<file path="config.mk">
export PLATFORM = sky130hd
export DESIGN_NAME = tt_sweep_ctrl_flat
export DESIGN_NICKNAME = d
export VERILOG_FILES = /design/src/rtl/tt_sweep_ctrl_if.sv /design/src/rtl/tt_sweep_ctrl.sv /design/src/flat_wrapper.sv
export SDC_FILE = /design/constraint.sdc
export NUM_CORES = 1
export LEC_CHECK = 0
export ABC_AREA = 1
export BUFFER_PORTS_ARGS = -buffer_cell sky130_fd_sc_hd__buf_4
export CAP_MARGIN = 20
export CORE_ASPECT_RATIO = 0.9
export CORE_UTILIZATION = 50
export CTS_CLUSTER_DIAMETER = 200
export DETAILED_ROUTE_END_ITERATION = 7
export PLACE_DENSITY = 0.74
export SLEW_MARGIN = 20
export SYNTH_ARGS = -nofsm -noshare
export SYNTH_HDL_FRONTEND = slang
export SYNTH_SLANG_ARGS = --single-unit
</file>
<file path="constraint.sdc">
create_clock -name clk -period 1.6 [get_ports clk]
set_clock_uncertainty 0.05 [all_clocks]
set_input_delay 0.24 -clock clk [delete_from_list [all_inputs] [get_ports clk]]
set_output_delay 0.24 -clock clk [all_outputs]
set_load 0.02 [all_outputs]
</file>
<file path="src/rtl/tt_sweep_ctrl_if.sv">
// tt_sweep_ctrl_if: signal bundle between a truth-table sweep controller and
// its host plus the 3-input circuit-under-test.
//   slave  : the sweep controller itself (accepts start/abort, drives the CUT)
//   master : the host requesting sweeps, together with the CUT output
interface tt_sweep_ctrl_if;
    logic       start;
    logic       abort;
    logic       dut_in1;
    logic       dut_in2;
    logic       dut_in3;
    logic       dut_out;
    logic       busy;
    logic       done;
    logic [7:0] truth_table;
    logic [7:0] mismatch_mask;
    logic       pass;
    logic [7:0] unstable_mask;

    modport slave (
        input  start,
        input  abort,
        input  dut_out,
        output dut_in1,
        output dut_in2,
        output dut_in3,
        output busy,
        output done,
        output truth_table,
        output mismatch_mask,
        output pass,
        output unstable_mask
    );

    modport master (
        output start,
        output abort,
        output dut_out,
        input  dut_in1,
        input  dut_in2,
        input  dut_in3,
        input  busy,
        input  done,
        input  truth_table,
        input  mismatch_mask,
        input  pass,
        input  unstable_mask
    );
endinterface

</file>
<file path="src/rtl/tt_sweep_ctrl.sv">
// tt_sweep_ctrl: walks a 3-input combinational circuit through its 8 input
// rows, holds each row SETTLE_CYC cycles, samples the output at the end of
// each row and commits the observed truth-table hex together with a
// comparison against EXPECTED.
// Row r drives {dut_in1,dut_in2,dut_in3} = r and its sample lands in bit 7-r.
// Optional feature: define TT_STABILITY_CHECK_EN to take an extra sample one
// cycle before the final one and flag rows whose output still moved
// (requires SETTLE_CYC >= 2). Without it unstable_mask is constant zero.
module tt_sweep_ctrl #(
    parameter int unsigned SETTLE_CYC = 4,
    parameter logic [7:0]  EXPECTED   = 8'h46
) (
    input logic            clk,
    input logic            rst_n,
    tt_sweep_ctrl_if.slave sweep_if
);

    typedef enum logic [1:0] {
        ST_IDLE = 2'd0,
        ST_RUN  = 2'd1,
        ST_DONE = 2'd2
    } state_e;

    // Counter value at which the final sample of a row is taken.
    localparam logic [7:0] LAST_CNT  = 8'(SETTLE_CYC - 32'd1);
`ifdef TT_STABILITY_CHECK_EN
    // Counter value at which the early (stability) sample is taken.
    localparam logic [7:0] EARLY_CNT = 8'(SETTLE_CYC - 32'd2);
`endif

    state_e     state_q, state_d;
    logic [2:0] row_q, row_d;
    logic [7:0] cnt_q, cnt_d;
    logic [7:0] shadow_q, shadow_d;
`ifdef TT_STABILITY_CHECK_EN
    logic [7:0] ushadow_q, ushadow_d;
    logic       early_q, early_d;
    logic [7:0] unstable_q, unstable_d;
`endif

    logic [2:0] dut_in_q, dut_in_d;
    logic       busy_q, busy_d;
    logic       done_q, done_d;
    logic [7:0] tt_q, tt_d;
    logic [7:0] mm_q, mm_d;
    logic       pass_q, pass_d;

    logic       sample_s;
    logic       abort_s;
    logic       commit_s;

    // Decode the per-cycle events that steer the sequencer.
    always_comb begin
        sample_s = 1'b0;
        abort_s  = 1'b0;
        if (state_q == ST_RUN) begin
            sample_s = (cnt_q == LAST_CNT);
            abort_s  = sweep_if.abort;
        end else begin
            sample_s = 1'b0;
            abort_s  = 1'b0;
        end
    end

    // State register.
    always_ff @(posedge clk or negedge rst_n) begin
        if (!rst_n) begin
            state_q <= ST_IDLE;
        end else begin
            state_q <= state_d;
        end
    end

    // Next-state logic: abort beats the last sample, DONE always lasts one cycle.
    always_comb begin
        state_d = state_q;
        case (state_q)
            ST_IDLE: begin
                if (sweep_if.start) begin
                    state_d = ST_RUN;
                end else begin
                    state_d = ST_IDLE;
                end
            end
            ST_RUN: begin
                if (abort_s) begin
                    state_d = ST_IDLE;
                end else if (sample_s && (row_q == 3'd7)) begin
                    state_d = ST_DONE;
                end else begin
                    state_d = ST_RUN;
                end
            end
            ST_DONE: begin
                state_d = ST_IDLE;
            end
            default: begin
                state_d = ST_IDLE;
            end
        endcase
    end

    // Row/settle counter and shadow truth table for the sweep in progress.
    always_comb begin
        row_d    = row_q;
        cnt_d    = cnt_q;
        shadow_d = shadow_q;
`ifdef TT_STABILITY_CHECK_EN
        ushadow_d = ushadow_q;
        early_d   = early_q;
`endif
        case (state_q)
            ST_IDLE: begin
                if (sweep_if.start) begin
                    row_d    = 3'd0;
                    cnt_d    = 8'd0;
                    shadow_d = 8'h00;
`ifdef TT_STABILITY_CHECK_EN
                    ushadow_d = 8'h00;
                    early_d   = 1'b0;
`endif
                end else begin
                    row_d = row_q;
                end
            end
            ST_RUN: begin
                if (abort_s) begin
                    // Partial sweep is discarded; the next start reinitialises.
                    row_d = row_q;
                end else if (sample_s) begin
                    cnt_d                     = 8'd0;
                    row_d                     = row_q + 3'd1;
                    shadow_d[3'd7 - row_q]    = sweep_if.dut_out;
`ifdef TT_STABILITY_CHECK_EN
                    if (sweep_if.dut_out != early_q) begin
                        ushadow_d[3'd7 - row_q] = 1'b1;
                    end else begin
                        ushadow_d[3'd7 - row_q] = ushadow_q[3'd7 - row_q];
                    end
`endif
                end else begin
                    cnt_d = cnt_q + 8'd1;
`ifdef TT_STABILITY_CHECK_EN
                    if (cnt_q == EARLY_CNT) begin
                        early_d = sweep_if.dut_out;
                    end else begin
                        early_d = early_q;
                    end
`endif
                end
            end
            ST_DONE: begin
                row_d = row_q;
            end
            default: begin
                row_d = 3'd0;
                cnt_d = 8'd0;
            end
        endcase
    end

    // Sweep datapath registers.
    always_ff @(posedge clk or negedge rst_n) begin
        if (!rst_n) begin
            row_q    <= 3'd0;
            cnt_q    <= 8'd0;
            shadow_q <= 8'h00;
`ifdef TT_STABILITY_CHECK_EN
            ushadow_q <= 8'h00;
            early_q   <= 1'b0;
`endif
        end else begin
            row_q    <= row_d;
            cnt_q    <= cnt_d;
            shadow_q <= shadow_d;
`ifdef TT_STABILITY_CHECK_EN
            ushadow_q <= ushadow_d;
            early_q   <= early_d;
`endif
        end
    end

    // Output decode: outputs are registered from the next state so busy,
    // dut_in and the committed result line up with the state they belong to.
    always_comb begin
        commit_s = (state_q == ST_RUN) && (state_d == ST_DONE);
        busy_d   = (state_d == ST_RUN);
        done_d   = (state_d == ST_DONE);
        if (state_d == ST_RUN) begin
            dut_in_d = row_d;
        end else begin
            dut_in_d = 3'd0;
        end
        if (commit_s) begin
            tt_d = shadow_d;
            mm_d = shadow_d ^ EXPECTED;
`ifdef TT_STABILITY_CHECK_EN
            unstable_d = ushadow_d;
            pass_d     = ((shadow_d ^ EXPECTED) == 8'h00) && (ushadow_d == 8'h00);
`else
            pass_d     = ((shadow_d ^ EXPECTED) == 8'h00);
`endif
        end else begin
            tt_d   = tt_q;
            mm_d   = mm_q;
            pass_d = pass_q;
`ifdef TT_STABILITY_CHECK_EN
            unstable_d = unstable_q;
`endif
        end
    end

    // Output registers.
    always_ff @(posedge clk or negedge rst_n) begin
        if (!rst_n) begin
            dut_in_q <= 3'd0;
            busy_q   <= 1'b0;
            done_q   <= 1'b0;
            tt_q     <= 8'h00;
            mm_q     <= 8'h00;
            pass_q   <= 1'b0;
`ifdef TT_STABILITY_CHECK_EN
            unstable_q <= 8'h00;
`endif
        end else begin
            dut_in_q <= dut_in_d;
            busy_q   <= busy_d;
            done_q   <= done_d;
            tt_q     <= tt_d;
            mm_q     <= mm_d;
            pass_q   <= pass_d;
`ifdef TT_STABILITY_CHECK_EN
            unstable_q <= unstable_d;
`endif
        end
    end

    assign sweep_if.dut_in1       = dut_in_q[2];
    assign sweep_if.dut_in2       = dut_in_q[1];
    assign sweep_if.dut_in3       = dut_in_q[0];
    assign sweep_if.busy          = busy_q;
    assign sweep_if.done          = done_q;
    assign sweep_if.truth_table   = tt_q;
    assign sweep_if.mismatch_mask = mm_q;
    assign sweep_if.pass          = pass_q;
`ifdef TT_STABILITY_CHECK_EN
    assign sweep_if.unstable_mask = unstable_q;
`else
    assign sweep_if.unstable_mask = 8'h00;
`endif

endmodule

</file>
<file path="src/flat_wrapper.sv">
// flat-port wrapper written by rule: the top's interface ports become plain ports
module tt_sweep_ctrl_flat 
#(
    parameter int unsigned SETTLE_CYC = 4,
    parameter logic [7:0]  EXPECTED   = 8'h46
)
  (clk, rst_n, sweep_if_start, sweep_if_abort, sweep_if_dut_out, sweep_if_dut_in1, sweep_if_dut_in2, sweep_if_dut_in3, sweep_if_busy, sweep_if_done, sweep_if_truth_table, sweep_if_mismatch_mask, sweep_if_pass, sweep_if_unstable_mask);
  tt_sweep_ctrl_if sweep_if_i ();
  input logic clk;
  input logic rst_n;
  input wire logic [$bits(sweep_if_i.start)-1:0] sweep_if_start;
  input wire logic [$bits(sweep_if_i.abort)-1:0] sweep_if_abort;
  input wire logic [$bits(sweep_if_i.dut_out)-1:0] sweep_if_dut_out;
  output wire logic [$bits(sweep_if_i.dut_in1)-1:0] sweep_if_dut_in1;
  output wire logic [$bits(sweep_if_i.dut_in2)-1:0] sweep_if_dut_in2;
  output wire logic [$bits(sweep_if_i.dut_in3)-1:0] sweep_if_dut_in3;
  output wire logic [$bits(sweep_if_i.busy)-1:0] sweep_if_busy;
  output wire logic [$bits(sweep_if_i.done)-1:0] sweep_if_done;
  output wire logic [$bits(sweep_if_i.truth_table)-1:0] sweep_if_truth_table;
  output wire logic [$bits(sweep_if_i.mismatch_mask)-1:0] sweep_if_mismatch_mask;
  output wire logic [$bits(sweep_if_i.pass)-1:0] sweep_if_pass;
  output wire logic [$bits(sweep_if_i.unstable_mask)-1:0] sweep_if_unstable_mask;
  assign sweep_if_i.start = sweep_if_start;
  assign sweep_if_i.abort = sweep_if_abort;
  assign sweep_if_i.dut_out = sweep_if_dut_out;
  assign sweep_if_dut_in1 = sweep_if_i.dut_in1;
  assign sweep_if_dut_in2 = sweep_if_i.dut_in2;
  assign sweep_if_dut_in3 = sweep_if_i.dut_in3;
  assign sweep_if_busy = sweep_if_i.busy;
  assign sweep_if_done = sweep_if_i.done;
  assign sweep_if_truth_table = sweep_if_i.truth_table;
  assign sweep_if_mismatch_mask = sweep_if_i.mismatch_mask;
  assign sweep_if_pass = sweep_if_i.pass;
  assign sweep_if_unstable_mask = sweep_if_i.unstable_mask;
  tt_sweep_ctrl #(.SETTLE_CYC(SETTLE_CYC), .EXPECTED(EXPECTED)) u_core (.clk(clk), .rst_n(rst_n), .sweep_if(sweep_if_i));
endmodule
</file>
==> reports/results.md <==
| Result | Value |
|:---|:---|
| Result of the run | finished with violations |
| Failing checks | negative setup slack |
| Cell count of the worst hold path | 4 |
| Root cell of the clock tree | sky130_fd_sc_hd__clkbuf_8 |
| Remaining Overflow, GRT | 0 |
| Worst supply voltage drop on vdd | 621 uV |
| Num ports | 35 |
| # nets final | 337 |
| Unique masters post-synth | 31 |
| Startpoint class of the critical path | register |
| Crit path setup slack, layout | -108 ps |
| Number of synthesized register bits | 38 |
| Leading post-synthesis cells by cell area | sky130_fd_sc_hd__dfrtp_1 (45%), sky130_fd_sc_hd__nand2_1 (13%), sky130_fd_sc_hd__inv_1 (5.7%) |
| Cell type contributing the most total cell area after synthesis | sky130_fd_sc_hd__dfrtp_1 |
| Startpoint of the worst hold path | sweep_if_start |
| TritonCTS clock tree | built |
| Drc violations | 0 |
| Detail Placement HPWL | 3260 microns |
| Required time at the endpoint of the critical path | 1790 ps |
| Length in cells of the worst reg-to-reg path | 10 |
| Dpl cell area | 2510 sq um |
| Worst hold-check path type | input pin to register |
| Height of the die | 63.5 microns |
| Core Rows | 21 |
| Commonest non-fill, non-tap cell in the layout | sky130_fd_sc_hd__nand2_1 |
| Average vias per placed instance | 5.19 |
| Share of post-route cells with drive strength above 1 | 43.3% |
| Max Transition Viols Final | 0 |
| Per-instance average area after synthesis | 8.09 sq um |
| Max Fanout on Critical Path | 6 |
| Setup repair after global routing missed its margin | yes |
| Maximum clock frequency | 585 MHz |
| Pwr/cell area | 871 nW/um^2 |
| Area fraction of the dominant cell type after synthesis | 45.2% |
| CTS clk-pin slew, worst paths | 70 ps |
| Via total after detailed routing | 1,953 |
| Post-route cell area | 2990 sq um |
| Wire length of the first global-routing pass | 7820 microns |
| Ant. Diodes | 0 |
| Delay of the slowest cell on the worst path | 430 ps |
| Horizontal extent of the die | 70.4 microns |
| Antenna violations before repair | 0 |
| Remaining number of nets flagged by the antenna check after routing | 0 |
| Gate count after technology mapping | 260 |
| Netlist area before placement | 2100 sq um |
| Final hold violation count | 0 |
| Number of clock buffers inserted by TritonCTS | 5 |
| Number of clock sinks | 38 |
| Number of standard cells in the final layout excluding fillers | 376 |
| Highest-count cells in the layout ignoring fill and taps | sky130_fd_sc_hd__nand2_1 (61), sky130_fd_sc_hd__buf_4 (60), sky130_fd_sc_hd__dfrtp_1 (37), sky130_fd_sc_hd__inv_1 (25), sky130_fd_sc_hd__nor2_1 (14) |
| Layout Area Growth over Synthesis | 42.1% |
| Slowest cell on crit path | sky130_fd_sc_hd__dfrtp_1 |
| Vias in the first global route | 1,760 |
| Total of warnings raised by yosys | 0 |
| Reported max-cap violation count | 0 |
| Clock H-tree levels | 2 |
| Buffers on Ports | 26 |
| DRT iter0 DRCs | 89 |
| CP arrival | 1900 ps |
| CTS Buffer Depth | 2 |
| Worst setup EP type | register |
| Register-to-Register Setup Slack | -110 ps |
| Routed wire length | 5080 microns |
| Die Area | 4470 sq um |
| Weighted congestion at the end of routability-driven global placement | 0.851 |
| First drt pass iteration count | 4 |
| Worst r2r dst | u_core.sweep_if.pass |
| Critical path class | register to register |
| Final worst path period share | 107% |
| Overall global routing resource usage | 22.4% |
| Worst Hold End | u_core.row_q[0] |
| Fin crit period | 1710 ps |
| Startpoint of the worst register-to-register path | u_core.state_q[1] |
| Sequential element share of the synthesized area | 45.2% |
| Cell count after placement | 355 |
| Clock latency on the worst-skew pair | 290 ps |
| Starting Density | 54.5% |
| Maximum number of pins on one net before global-route repair | 39 |
| Wire length per cell | 13.5 microns |
| Setup violations, final | 10 |
| Total leakage power | 1.58 nW |
| Std-Cell Core Area | 3860 sq um |
| Cells traversed along the worst timing path | inv_2 > nand2_4 > nor2_4 > buf_12 > nand4_1 > o21ai_2 > a21boi_4 > nor2_1 > nand3_1 > nand2_1 |
layer usage:
layer | up-vias | global-route usage, % | part of all wire (%) | routed length [microns]
li1 | 941 | - | - | -
met1 | 943 | 31.2 | 46 | 2360
met2 | 57 | 33.7 | 46 | 2350
met3 | 12 | 4.48 | 5.2 | 263
met4 | 0 | 9.75 | 1.9 | 99
met5 | - | 0 | 0 | 0
worst max-delay path: cells and delay by family, from the launching register on:
kind	cells	cell delay, ps
simple gates	6	660
compound gates	2	280
buf+inv	2	240
flops	1	430
worst max path at each step:
stage | from | end | cells past startpoint
floorplan | u_core.cnt_q[3] | u_core.sweep_if.pass | 12
global placement | u_core.cnt_q[0] | u_core.sweep_if.pass | 12
detailed placement | u_core.cnt_q[1] | u_core.sweep_if.pass | 11
CTS | u_core.state_q[1] | u_core.sweep_if.pass | 10
global route | u_core.state_q[1] | u_core.sweep_if.pass | 10
finish | u_core.state_q[1] | u_core.sweep_if.pass | 10
synthesized netlist by cell type:
cell / n
sky130_fd_sc_hd__nand2_4: 3
sky130_fd_sc_hd__o21ai_0: 5
sky130_fd_sc_hd__nand2_2: 4
sky130_fd_sc_hd__inv_2: 2
sky130_fd_sc_hd__nand2_1: 75
sky130_fd_sc_hd__o21ai_1: 3
sky130_fd_sc_hd__a21oi_1: 8
sky130_fd_sc_hd__o21a_1: 4
sky130_fd_sc_hd__a22oi_1: 1
sky130_fd_sc_hd__inv_1: 32
sky130_fd_sc_hd__nand4_2: 1
sky130_fd_sc_hd__nor3_1: 4
sky130_fd_sc_hd__nor2_1: 21
sky130_fd_sc_hd__xor2_1: 1
sky130_fd_sc_hd__nor3b_1: 2
sky130_fd_sc_hd__nor3_2: 1
sky130_fd_sc_hd__and3_1: 1
sky130_fd_sc_hd__a31oi_1: 3
sky130_fd_sc_hd__nor2_2: 3
sky130_fd_sc_hd__nand4_1: 6
sky130_fd_sc_hd__o21ai_2: 1
sky130_fd_sc_hd__nor2_4: 4
sky130_fd_sc_hd__ha_1: 3
sky130_fd_sc_hd__nor2_8: 2
sky130_fd_sc_hd__buf_4: 13
sky130_fd_sc_hd__nand3_1: 15
sky130_fd_sc_hd__dfrtp_1: 38
sky130_fd_sc_hd__conb_1: 1
sky130_fd_sc_hd__a21boi_2: 1
sky130_fd_sc_hd__buf_6: 1
sky130_fd_sc_hd__nand3_2: 1
timing repair:
action / in CTS / in global routing
buffers inserted: 0 / 11
setup endpoints to repair: 21 / 29
hold buffers: 1 / 0
pin swaps: 0 / 26
endpoints found under the hold margin: 38 / 0
gates cloned: 1 / 0
gates resized for setup: 10 / 56
kinds of logic (layout without fill, tap and decap cells):
family	after synthesis	after routing	share of synthesized area, %
XOR/XNOR	1	1	0.416
other	1	8	0.178
flip-flops	38	38	45.2
AO/OA/AOI/OAI	26	26	7.44
buffers and inverters	48	110	11.2
adder cells (fa/ha/maj)	3	3	1.78
AND/OR/NAND/NOR	143	144	33.7
final cells by class:
class | count | area [sq um]
Timing Repair Buffer | 68 | 548
Clock buffer | 6 | 82.6
Inverter | 34 | 130
Tap cell | 46 | 57.6
Sequential cell | 38 | 952
Clock inverter | 2 | 60.1
Multi-Input combinational cell | 182 | 1160
Fill cell | 250 | 875
registers in the layout (all words and copies together), names as in the netlist:
register,count
u_core.shadow_q,8
u_core.sweep_if.mismatch_mask,8
u_core.sweep_if.done,1
u_core.sweep_if.truth_table,3
u_core.cnt_q,8
u_core.dut_in_q,3
u_core.row_q,3
u_core.sweep_if.pass,1
u_core.state_q,2
u_core.sweep_if.busy,1
where the power goes:
| group | internal, mW | switching, mW | leakage (nW) |
|---|---|---|---|
| Sequential | 1.00 | 0.0424 | 0.523 |
| Combinational | 0.224 | 0.329 | 0.986 |
| Clock | 0.665 | 0.340 | 0.0714 |
through the flow:
stage	worst slack (ps)	setup TNS [ps]	hold slack [ps]	power [mW]	util, %
floorplan	40.7	0	-106	1.32	-
global placement	-65.9	-628	180	1.46	65.0
detailed placement	-112	-1060	186	1.47	65.0
CTS	-34.6	-34.6	226	2.51	70.3
global route	-170	-1440	248	2.72	77.4
finish	-108	-305	229	2.60	77.4
(Power assumes the default switching activity.)
